**src/rtl/global_defines.sv**
```systemverilog
// rtl/global_defines.sv - shared widths for the matrix engine command/config interface
`ifndef INSTRUCTION_WIDTH
`define INSTRUCTION_WIDTH 32
`endif
`ifndef NUM_MATRIX_COLS_ROWS
`define NUM_MATRIX_COLS_ROWS 16
`endif

```
**src/rtl/matrix_ops_pkg.sv**
```systemverilog
// rtl/matrix_ops_pkg.sv - matrix op, dispatcher status and dispatcher state types
// Widths fall back to the global defaults when global_defines.sv is compiled later.
`ifndef INSTRUCTION_WIDTH
`define INSTRUCTION_WIDTH 32
`endif
`ifndef NUM_MATRIX_COLS_ROWS
`define NUM_MATRIX_COLS_ROWS 16
`endif

package matrix_ops_pkg;

  typedef enum logic [2:0] {
    OP_NOP       = 3'd0,
    OP_MATMUL    = 3'd1,
    OP_ADD       = 3'd2,
    OP_SUB       = 3'd3,
    OP_TRANSPOSE = 3'd4,
    OP_SCALE     = 3'd5
  } matrix_op_t;

  typedef enum logic [1:0] {
    DISP_OK         = 2'd0,
    DISP_ENGINE_ERR = 2'd1,
    DISP_TIMEOUT    = 2'd2,
    DISP_BAD_DIM    = 2'd3
  } disp_status_t;

  typedef enum logic [2:0] {
    DS_IDLE,
    DS_CHECK,
    DS_CFG,
    DS_CFG_GAP,
    DS_START,
    DS_WAIT_DONE,
    DS_RESPOND
  } disp_state_t;

  function automatic logic dims_illegal(
    input logic [`NUM_MATRIX_COLS_ROWS-1:0] rows,
    input logic [`NUM_MATRIX_COLS_ROWS-1:0] cols,
    input logic [`NUM_MATRIX_COLS_ROWS-1:0] max_dim
  );
    return (rows == '0) || (cols == '0) || (rows > max_dim) || (cols > max_dim);
  endfunction

endpackage

```
**src/rtl/disp_watchdog.sv**
```systemverilog
// rtl/disp_watchdog.sv - loadable up-counter with clear/enable and terminal-count flag
module disp_watchdog #(
  parameter int            W        = 10,
  parameter logic [W-1:0]  TERMINAL = '1
) (
  input  logic         clk,
  input  logic         rst,
  input  logic         clear,
  input  logic         load,
  input  logic [W-1:0] load_value,
  input  logic         enable,
  output logic [W-1:0] count,
  output logic         terminal
);

  always_ff @(posedge clk) begin
    if (rst || clear) begin
      count <= '0;
    end else if (load) begin
      count <= load_value;
    end else if (enable) begin
      count <= count + 1'b1;
    end
  end

  assign terminal = (count == TERMINAL);

endmodule

```
**src/rtl/matrix_op_dispatcher.sv**
```systemverilog
// rtl/matrix_op_dispatcher.sv - one-at-a-time matrix command dispatcher with watchdog
// Optional config reuse across identical dimensions: DISP_CONFIG_CACHE_EN.
module matrix_op_dispatcher
  import matrix_ops_pkg::*;
#(
  parameter logic [`NUM_MATRIX_COLS_ROWS-1:0] MAX_DIM        = 16'd64,
  parameter int                               TIMEOUT_CYCLES = 1024,
  parameter int                               LAT_W          = 16
) (
  input  logic                             clk,
  input  logic                             rst,
  input  logic                             cmd_valid,
  output logic                             cmd_ready,
  input  matrix_op_t                       cmd_op,
  input  logic [`NUM_MATRIX_COLS_ROWS-1:0] cmd_rows,
  input  logic [`NUM_MATRIX_COLS_ROWS-1:0] cmd_cols,
  output matrix_op_t                       operation,
  output logic                             start_operation,
  output logic                             config_valid,
  output logic [`INSTRUCTION_WIDTH-1:0]    config_data,
  input  logic                             operation_done,
  input  logic                             operation_error,
  input  logic                             busy,
  output logic                             rsp_valid,
  input  logic                             rsp_ready,
  output disp_status_t                     rsp_status,
  output logic [LAT_W-1:0]                 rsp_latency
);

  localparam int TO_W = $clog2(TIMEOUT_CYCLES);

  disp_state_t                      state_q, state_d;
  disp_status_t                     status_q, status_d;
  matrix_op_t                       op_q;
  logic [`NUM_MATRIX_COLS_ROWS-1:0] rows_q, cols_q;
  logic [LAT_W-1:0]                 lat_q;
  logic                             wd_clear, wd_enable, wd_terminal;
  logic [TO_W-1:0]                  wd_count_unused;
  logic                             busy_unused;
  logic                             cache_hit;

  assign busy_unused = busy;

  disp_watchdog #(
    .W        (TO_W),
    .TERMINAL (TO_W'(TIMEOUT_CYCLES - 1))
  ) u_watchdog (
    .clk        (clk),
    .rst        (rst),
    .clear      (wd_clear),
    .load       (1'b0),
    .load_value ('0),
    .enable     (wd_enable),
    .count      (wd_count_unused),
    .terminal   (wd_terminal)
  );

`ifdef DISP_CONFIG_CACHE_EN
  logic [`NUM_MATRIX_COLS_ROWS-1:0] last_rows, last_cols;
  logic                             cfg_cached;

  // Any failed run leaves the engine config in doubt, so the cache is dropped.
  always_ff @(posedge clk) begin
    if (rst) begin
      cfg_cached <= 1'b0;
      last_rows  <= '0;
      last_cols  <= '0;
    end else if (state_q == DS_CFG) begin
      cfg_cached <= 1'b1;
      last_rows  <= rows_q;
      last_cols  <= cols_q;
    end else if (state_q == DS_WAIT_DONE && state_d == DS_RESPOND && status_d != DISP_OK) begin
      cfg_cached <= 1'b0;
    end
  end

  assign cache_hit = cfg_cached && (rows_q == last_rows) && (cols_q == last_cols);
`else
  assign cache_hit = 1'b0;
`endif

  always_ff @(posedge clk) begin
    if (rst) begin
      state_q  <= DS_IDLE;
      status_q <= DISP_OK;
    end else begin
      state_q  <= state_d;
      status_q <= status_d;
    end
  end

  always_comb begin
    state_d         = state_q;
    status_d        = status_q;
    cmd_ready       = 1'b0;
    config_valid    = 1'b0;
    start_operation = 1'b0;
    rsp_valid       = 1'b0;
    wd_clear        = 1'b0;
    wd_enable       = 1'b0;
    case (state_q)
      DS_IDLE: begin
        cmd_ready = !rst;
        if (cmd_valid && cmd_ready) state_d = DS_CHECK;
      end
      DS_CHECK: begin
        if (dims_illegal(rows_q, cols_q, MAX_DIM)) begin
          status_d = DISP_BAD_DIM;
          state_d  = DS_RESPOND;
        end else if (cache_hit) begin
          state_d = DS_START;
        end else begin
          state_d = DS_CFG;
        end
      end
      DS_CFG: begin
        config_valid = 1'b1;
        state_d      = DS_CFG_GAP;
      end
      DS_CFG_GAP: state_d = DS_START;
      DS_START: begin
        start_operation = 1'b1;
        wd_clear        = 1'b1;
        state_d         = DS_WAIT_DONE;
      end
      DS_WAIT_DONE: begin
        if (operation_error) begin
          status_d = DISP_ENGINE_ERR;
          state_d  = DS_RESPOND;
        end else if (operation_done) begin
          status_d = DISP_OK;
          state_d  = DS_RESPOND;
        end else if (wd_terminal) begin
          status_d = DISP_TIMEOUT;
          state_d  = DS_RESPOND;
        end else begin
          wd_enable = 1'b1;
        end
      end
      DS_RESPOND: begin
        rsp_valid = 1'b1;
        if (rsp_ready) state_d = DS_IDLE;
      end
      default: state_d = DS_IDLE;
    endcase
  end

  // Latency runs from CHECK up to the edge entering RESPOND, then holds for the response.
  always_ff @(posedge clk) begin
    if (rst) begin
      op_q   <= OP_NOP;
      rows_q <= '0;
      cols_q <= '0;
      lat_q  <= '0;
    end else if (state_q == DS_IDLE) begin
      if (cmd_valid && cmd_ready) begin
        op_q   <= cmd_op;
        rows_q <= cmd_rows;
        cols_q <= cmd_cols;
        lat_q  <= '0;
      end
    end else if (state_q != DS_RESPOND && lat_q != '1) begin
      lat_q <= lat_q + 1'b1;
    end
  end

  assign operation   = op_q;
  assign config_data = config_valid ? `INSTRUCTION_WIDTH'({rows_q, cols_q}) : '0;
  assign rsp_status  = status_q;
  assign rsp_latency = lat_q;

endmodule

```
**config.mk**
```make
export PLATFORM = sky130hd
export DESIGN_NAME = matrix_op_dispatcher
export DESIGN_NICKNAME = d
export VERILOG_FILES = /design/src/rtl/global_defines.sv /design/src/rtl/matrix_ops_pkg.sv /design/src/rtl/disp_watchdog.sv /design/src/rtl/matrix_op_dispatcher.sv
export SDC_FILE = /design/constraint.sdc
export NUM_CORES = 1
export LEC_CHECK = 0
export BUFFER_PORTS_ARGS = -buffer_cell sky130_fd_sc_hd__buf_2
export CAP_MARGIN = 10
export CORE_UTILIZATION = 44
export DETAILED_ROUTE_END_ITERATION = 12
export GPL_TIMING_DRIVEN = 0
export PLACE_DENSITY = 0.73
export SKIP_CTS_REPAIR_TIMING = 1
export SYNTH_ARGS = -nofsm -noshare
export SYNTH_HDL_FRONTEND = slang
export SYNTH_HIERARCHICAL = 1
export SYNTH_SLANG_ARGS = --single-unit
```
**constraint.sdc**
```tcl
create_clock -name clk -period 2.6 [get_ports clk]
set_input_delay 0.13 -clock clk [delete_from_list [all_inputs] [get_ports clk]]
set_output_delay 0.13 -clock clk [all_outputs]
set_load 0.05 [all_outputs]
```
==> key figures, run 1 <==
Run status
  – Status: finished with violations
  – Failing checks: negative hold slack

Timing
  – Post-route clock skew: 0.00765 ns
  – Period utilization: 0.938
  – Fin. Hold Viols: 18
  – Final setup violation count: 0
  – RSZ-0062 raised after global routing: no
  – Slew Limit Fails: 0
  – Hold WS: -0.0218 ns
  – Fin worst setup slack: 0.162 ns
  – Min Tclk post-route: 2.44 ns
  – Actual slew at the worst max-slew pin: 0.739 ns
  – Slew margin rel.: 0.507
  – Max frequency: 410 MHz

Critical path
  – Startpoint types: flop
  – Slowest cell on crit path: dfxtp_1
  – Worst-path maximum fanout: 10
  – CP arrival: 2.31 ns
  – Most used cell along the critical path: clkbuf_1
  – CP max stage delay: 0.44 ns
  – CP required: 2.47 ns
  – Crit. End Element: primary output
  – Critical Path, Cell by Cell: clkbuf_1 -> and3_1 -> clkbuf_1 -> and2_1 -> buf_2
  – WS Path Type: reg2out

Synthesis
  – EDFF count, synth: 0
  – Syn Inst Count: 415
  – Seq cells post-synth: 66
  – Post-synth ARST share: 0
  – Yosys top cell area share: 0.405
  – Syn avg cell area: 7.87 sq um
  – Sequential share of the synthesized area: 0.405
  – Cell with the most instances after synthesis: nand2_1
  – Top cells by area, synth: dfxtp_1 40%, nand2_1 9.9%, o21ai_0 7.4%, and2_1 6.3%, clkbuf_1 2.3%
  – Largest area contributor in the netlist: dfxtp_1
  – Synth Flop Type: dfxtp_1
  – Most frequent cells after synthesis: 86 x nand2_1, 66 x dfxtp_1, 48 x o21ai_0, 33 x and2_1, 20 x clkbuf_1
  – Yosys warning count: 6
  – Yosys cell types: 52
  – Synthesized cell area: 3260 sq um

Power
  – Pint: 1.80 mW
  – Clock Power Share: 0.331
  – Comb power frac: 0.225
  – Switching Share: 0.331
  – Net Sw Power: 893 uW
  – Pwr Density: 635 nW/um^2
  – Leakage power: 1.80 nW
  – Largest vdd supply drop: 0.424 mV
  – Fraction of power consumed by sequential logic: 0.444
  – Tot Pwr: 2.69 mW

Cells and area
  – Post-route cell area: 4250 sq um
  – Final Non-Filler Cells: 655
  – Layout cell share with drive strength beyond 1: 0.223
  – Post-layout util: 0.588
  – Fill cells: 702
  – Layout overhead on the synthesized area: 30.0%
  – Ant. Diodes: 0
  – Final #Nets: 595

Floorplan
  – Die width: 88.1 um
  – Die H: 88.1 um
  – Core ar.: 7210 sq um
  – Initial core utilization: 0.452
  – Core Rows: 31
  – IO Count: 99
  – Die ar.: 7770 sq um

Clock tree
  – Root buffer cell: clkbuf_8
  – Cts bufs inserted: 9
  – H-tree depth: 3
  – Clock Latency Late Sink: 0.34 ns
  – Clock Path Buffers: 2
  – Clock sink total: 66
  – CTS tree: built
  – Clock transition at path regs: 0.07 ns

Route
  – Total detailed-routing wirelength: 8.69 mm
  – Vias per cell: 5.26
  – Starting DRT DRC Count: 130
  – First-pass DRT Iterations: 4
  – Final ANT Viol Nets: 0
  – Vias post-DR: 3443
  – Routed len/inst: 13.3 um
  – DRC Markers: 0

Flow run
  – Max Cap Violations: 0

Place
  – Hpwl dp: 6.32 mm
  – Post-Place Cells: 629
  – Port-buffer cells: 97
  – Placed Area: 3940 sq um
  – Placer congestion estimate: 0.830
  – Pre-CTS WS: -0.507 ns

Global routing
  – First-pass GRT wire length: 14.1 mm
  – Largest net degree at the start of global routing: 12
  – Total track usage: 0.232
  – Initial antenna violation count: 0
  – Number of global-route vias before repair: 3058
  – Grt ovf: 0

Worst hold path
  – Hold crit path type: in2reg
-- per-layer routing --
| layer | share of wire | vias to the layer above | global-route usage |
|---|---|---|---|
| met5 | 0 | - | 0 |
| met2 | 0.48 | 89 | 0.389 |
| met3 | 0.048 | 12 | 0.0462 |
| met1 | 0.46 | 1587 | 0.293 |
| li1 | - | 1755 | - |
| met4 | 0.015 | 0 | 0.0909 |
-- final cells by class --
type	count	area [sq um]	area share
plain buffers	24	100	0.0236
clock buffers	12	155	0.0365
clock inverters	4	50.0	0.0118
inverters	8	30.0	0.00707
multi-input cells	335	1890	0.444
flip-flops and latches	66	1320	0.311
well taps	99	124	0.0292
repair buffers	107	578	0.136
-- kinds of logic after synthesis --
kind of cell	after synthesis	share of synthesized area
mux	2	0.00613
compound gates	102	0.200
xor+xnor	6	0.0184
buf+inv	32	0.0399
simple gates	204	0.322
flops	66	0.405
other cells	1	0.00115
fa+ha+maj	2	0.00766
-- metrics by stage --
step | hold slack [ns] | setup TNS (ns)
floorplan | 0.199 | 0
global placement | 0.323 | -2.19
global route | 0.00207 | 0
CTS | -0.0285 | -2.72
finish | -0.0218 | 0
detailed placement | 0.330 | -2.92
-- path summary, 6_finish.rpt --
check / from / endpoint / slack [ns] / depth (start not counted)
setup / recovery: state_q[1]$_SDFFE_PP0P_ / config_data[23] / 0.16 / 5
hold reg to reg: operation[1]$_SDFFE_PP0P_ / operation[1]$_SDFFE_PP0P_ / 0.46 / 2
hold / removal: cmd_op[1] / operation[1]$_SDFFE_PP0P_ / -0.02 / 3
setup reg to reg: u_watchdog/count[4]$_SDFFE_PP0P_ / u_watchdog/count[8]$_SDFFE_PP0P_ / 0.19 / 10
-- state kept, by name, indices dropped and copies added (netlist names) --
register,flops
cols_q,16
rows_q,16
rsp_latency,16
u_watchdog/count,10
operation,3
state_q,3
rsp_status,2
-- cell usage in the layout, fill, tap and decap left out, types with 11 or more instances in the layout --
| master | netlist | routed |
|---|---|---|
| nor4_1 | 12 | 11 |
| o21ai_0 | 48 | 48 |
| nand4_1 | 11 | 11 |
| dfxtp_1 | 66 | 66 |
| buf_2 | 2 | 100 |
| nand2_1 | 86 | 86 |
| clkbuf_1 | 20 | 21 |
| and2_1 | 33 | 33 |
| conb_1 | 1 | 19 |
| a21oi_1 | 12 | 12 |
| nor2_1 | 12 | 12 |
| clkbuf_8 | 0 | 11 |
-- worst max-delay path: cells and delay by family (launching register included) --
family	cells	cell delay, ns
buffers and inverters	3	0.98
DFF	1	0.44
and+or+nand+nor	2	0.56
-- power groups by stage --
stage          sequential, mW  combinational [mW]  clock, mW
2_1_floorplan            1.28               0.355          0
3_3_place_gp             1.21               0.584          0
6_report                 1.20               0.605      0.893
3_5_place_dp             1.22               0.593          0
5_1_grt                  1.21               0.668      0.956
4_1_cts                  1.19               0.595      0.908
No activity file was read; power rests on OpenSTA's default activity.
==> run 2, diff against run 1 <==
--- a/config.mk
+++ b/config.mk
@@ -5,12 +5,14 @@
 export SDC_FILE = /design/constraint.sdc
 export NUM_CORES = 1
 export LEC_CHECK = 0
-export BUFFER_PORTS_ARGS = -buffer_cell sky130_fd_sc_hd__buf_2
+export BUFFER_PORTS_ARGS = -buffer_cell sky130_fd_sc_hd__buf_4
 export CAP_MARGIN = 10
+export CORE_MARGIN = 2
 export CORE_UTILIZATION = 44
 export DETAILED_ROUTE_END_ITERATION = 12
 export GPL_TIMING_DRIVEN = 0
 export PLACE_DENSITY = 0.73
+export RECOVER_POWER = 100
 export SKIP_CTS_REPAIR_TIMING = 1
 export SYNTH_ARGS = -nofsm -noshare
 export SYNTH_HDL_FRONTEND = slang
==> key figures, run 2 (synthesis gave the netlist of run 1 again) <==
Route
  – Final ANT Viol Nets: 0 (unchanged)
  – Total detailed-routing wirelength: 9.18 mm (was 8.69 mm)
  – First-pass DRT Iterations: 5 (was 4)
  – Routed len/inst: 13.9 um (was 13.3 um)
  – Vias post-DR: 3452 (was 3443)
  – Starting DRT DRC Count: 202 (was 130)
  – DRC Markers: 0 (unchanged)
  – Vias per cell: 5.23 (was 5.26)

Critical path
  – Crit. End Element: flop (was primary output)
  – Worst-path maximum fanout: 7 (was 10)
  – Critical path capture point: u_watchdog/count[8]$_SDFFE_PP0P_ (was config_data[23])
  – Reg2Reg Setup Slack: 0.09 ns (was 0.19 ns)
  – CP Buf/Inv Count: 2 (was 3)
  – CP arrival: 2.76 ns (was 2.31 ns)
  – Startpoint types: flop (unchanged)
  – Slowest cell on crit path: dfxtp_1 (unchanged)
  – R2R depth: 10 (unchanged)
  – CP max stage delay: 0.38 ns (was 0.44 ns)
  – WP depth: 10 (was 5)
  – Crit path launch: u_watchdog/count[4]$_SDFFE_PP0P_ (was state_q[1]$_SDFFE_PP0P_)
  – CP delay by family, top: simple AND/OR/NAND/NOR gates (was buffers and inverters)
  – CP required: 2.85 ns (was 2.47 ns)
  – Critical Path, Cell by Cell: and4_1 -> nand2_1 -> nor2_1 -> or2_2 -> nor4_4 -> clkbuf_2 -> nand4_1 -> buf_4 -> o21a_1 -> o311a_1 (was clkbuf_1 -> and3_1 -> clkbuf_1 -> and2_1 -> buf_2)
  – RR Endpoint: u_watchdog/count[8]$_SDFFE_PP0P_ (unchanged)
  – R2R Path Start: u_watchdog/count[4]$_SDFFE_PP0P_ (unchanged)
  – WS Path Type: reg2reg (was reg2out)

Cells and area
  – Multi-input gate area: 1900 sq um (was 1890 sq um)
  – Register area: 1320 sq um (unchanged)
  – Layout overhead on the synthesized area: 36.8% (was 30.0%)
  – Final Non-Filler Cells: 660 (was 655)
  – Layout cell share with drive strength beyond 1: 0.189 (was 0.223)
  – Fill cells: 720 (was 702)
  – Most common cell after layout, fill and taps aside: nand2_1 (was buf_2)
  – Final #Nets: 600 (was 595)
  – Commonest non-fill, non-tap cells in the layout: 86 x nand2_1, 80 x buf_4, 66 x dfxtp_1 (was 100 x buf_2, 86 x nand2_1, 66 x dfxtp_1)
  – Ant. Diodes: 0 (unchanged)
  – Post-route cell area: 4470 sq um (was 4250 sq um)

Timing
  – Min Tclk post-route: 2.51 ns (was 2.44 ns)
  – Max frequency: 399 MHz (was 410 MHz)
  – Period utilization: 0.965 (was 0.938)
  – Post-route clock skew: 0.00995 ns (was 0.00765 ns)
  – Fin. Hold Viols: 23 (was 18)
  – Fin worst setup slack: 0.0910 ns (was 0.162 ns)
  – Actual slew at the worst max-slew pin: 0.744 ns (was 0.739 ns)
  – Slew Limit Fails: 0 (unchanged)
  – Hold WS: -0.0315 ns (was -0.0218 ns)
  – Final TNS setup: 0 ns (unchanged)
  – Slew margin rel.: 0.504 (was 0.507)
  – Final setup violation count: 0 (unchanged)

Clock tree
  – Cts bufs inserted: 9 (unchanged)
  – Clock transition at path regs: 0.08 ns (was 0.07 ns)
  – CTS tree: built (unchanged)
  – Clock Latency Late Sink: 0.35 ns (was 0.34 ns)
  – Clock sink total: 66 (unchanged)
  – Clock Path Buffers: 2 (unchanged)
  – H-tree depth: 3 (unchanged)
  – Root buffer cell: clkbuf_8 (unchanged)

Floorplan
  – Initial core utilization: 0.452 (unchanged)
  – Core ar.: 7210 sq um (unchanged)
  – Core Rows: 31 (unchanged)
  – Die width: 90.1 um (was 88.1 um)
  – IO Count: 99 (unchanged)
  – Die ar.: 8120 sq um (was 7770 sq um)
  – Die H: 90.1 um (was 88.1 um)

Global routing
  – Total track usage: 0.228 (was 0.232)
  – Largest net degree at the start of global routing: 13 (was 12)
  – Initial antenna violation count: 0 (unchanged)
  – Grt ovf: 0 (unchanged)
  – First-pass GRT wire length: 15.4 mm (was 14.1 mm)
  – Number of global-route vias before repair: 3290 (was 3058)

Place
  – Placer congestion estimate: 0.871 (was 0.830)
  – Placed Area: 4180 sq um (was 3940 sq um)
  – Hpwl dp: 6.61 mm (was 6.32 mm)
  – Port-buffer cells: 97 (unchanged)
  – Pre-CTS WS: -0.585 ns (was -0.507 ns)
  – Post-Place Cells: 629 (unchanged)

Power
  – Pwr Density: 610 nW/um^2 (was 635 nW/um^2)
  – Leakage power: 1.77 nW (was 1.80 nW)
  – Largest vdd supply drop: 0.333 mV (was 0.424 mV)

Worst hold path
  – Hold crit path type: in2reg (unchanged)

Flow run
  – Max Cap Violations: 0 (unchanged)

Run status
  – Status: finished with violations (unchanged)
  – Failing checks: negative hold slack (unchanged)
[run 2: cell count changes in the layout (fill, tap and decap cells not counted)]
cell	before	now
dlygate4sd3_1	8	12
buf_2	100	2
buf_4	3	80
clkinv_4	0	1
clkbuf_8	11	10
nor4_4	0	1
clkinvlp_4	2	3
clkbuf_2	0	2
nor4_2	1	0
clkbuf_1	21	40
[run 2: routing by layer]
| metal | global-route usage | share of wire |
|---|---|---|
| met1 | 0.283 | 0.44 |
| met2 | 0.388 | 0.48 |
| met3 | 0.0528 | 0.060 |
| met4 | 0.0833 | 0.015 |
| met5 | 0 | 0 |
[run 2: where the power goes]
part | internal, mW | total, mW | switching (mW)
logic | 0.222 | 0.638 | 0.416
clock network | 0.468 | 0.892 | 0.424
registers | 1.11 | 1.20 | 0.0837
[run 2: layout make-up]
| class | count | area share |
|---|---|---|
| plain buffers | 24 | 0.0227 |
| clock buffers | 10 | 0.0308 |
| clock inverters | 6 | 0.0149 |
| inverters | 8 | 0.00672 |
| multi-input cells | 335 | 0.424 |
| flip-flops and latches | 66 | 0.296 |
| well taps | 99 | 0.0277 |
| repair buffers | 112 | 0.177 |
[run 2: through the flow]
| step | power, mW | utilization |
|---|---|---|
| 2_1_floorplan | 1.63 | - |
| 3_3_place_gp | 1.84 | 0.580 |
| 3_5_place_dp | 1.85 | 0.580 |
| 4_1_cts | 2.74 | 0.608 |
| 5_1_grt | 2.85 | 0.619 |
| 6_report | 2.73 | 0.619 |
[run 2: worst reg2reg max path, cell delays in order (launching register included)]
cell      delay (ns)
dfxtp_1         0.38
and4_1          0.23
nand2_1         0.08
nor2_1          0.06
or2_2           0.31
nor4_4          0.30
clkbuf_2        0.21
nand4_1         0.16
buf_4           0.19
o21a_1          0.16
o311a_1         0.32
[run 2: worst min path at each step]
stage	end	startpoint	depth (start not counted)	slack, ns
6_report	cols_q[1]$_SDFFE_PP0P_	cmd_cols[1]	3	-0.03
5_1_grt	cols_q[11]$_SDFFE_PP0P_	cmd_cols[11]	3	0.002
4_1_cts	cols_q[14]$_SDFFE_PP0P_	cmd_cols[14]	3	-0.03
3_5_place_dp	operation[0]$_SDFFE_PP0P_	cmd_op[0]	3	0.33
3_3_place_gp	rows_q[10]$_SDFFE_PP0P_	cmd_rows[10]	3	0.32
2_1_floorplan	u_watchdog/count[3]$_SDFFE_PP0P_	rst	1	0.20
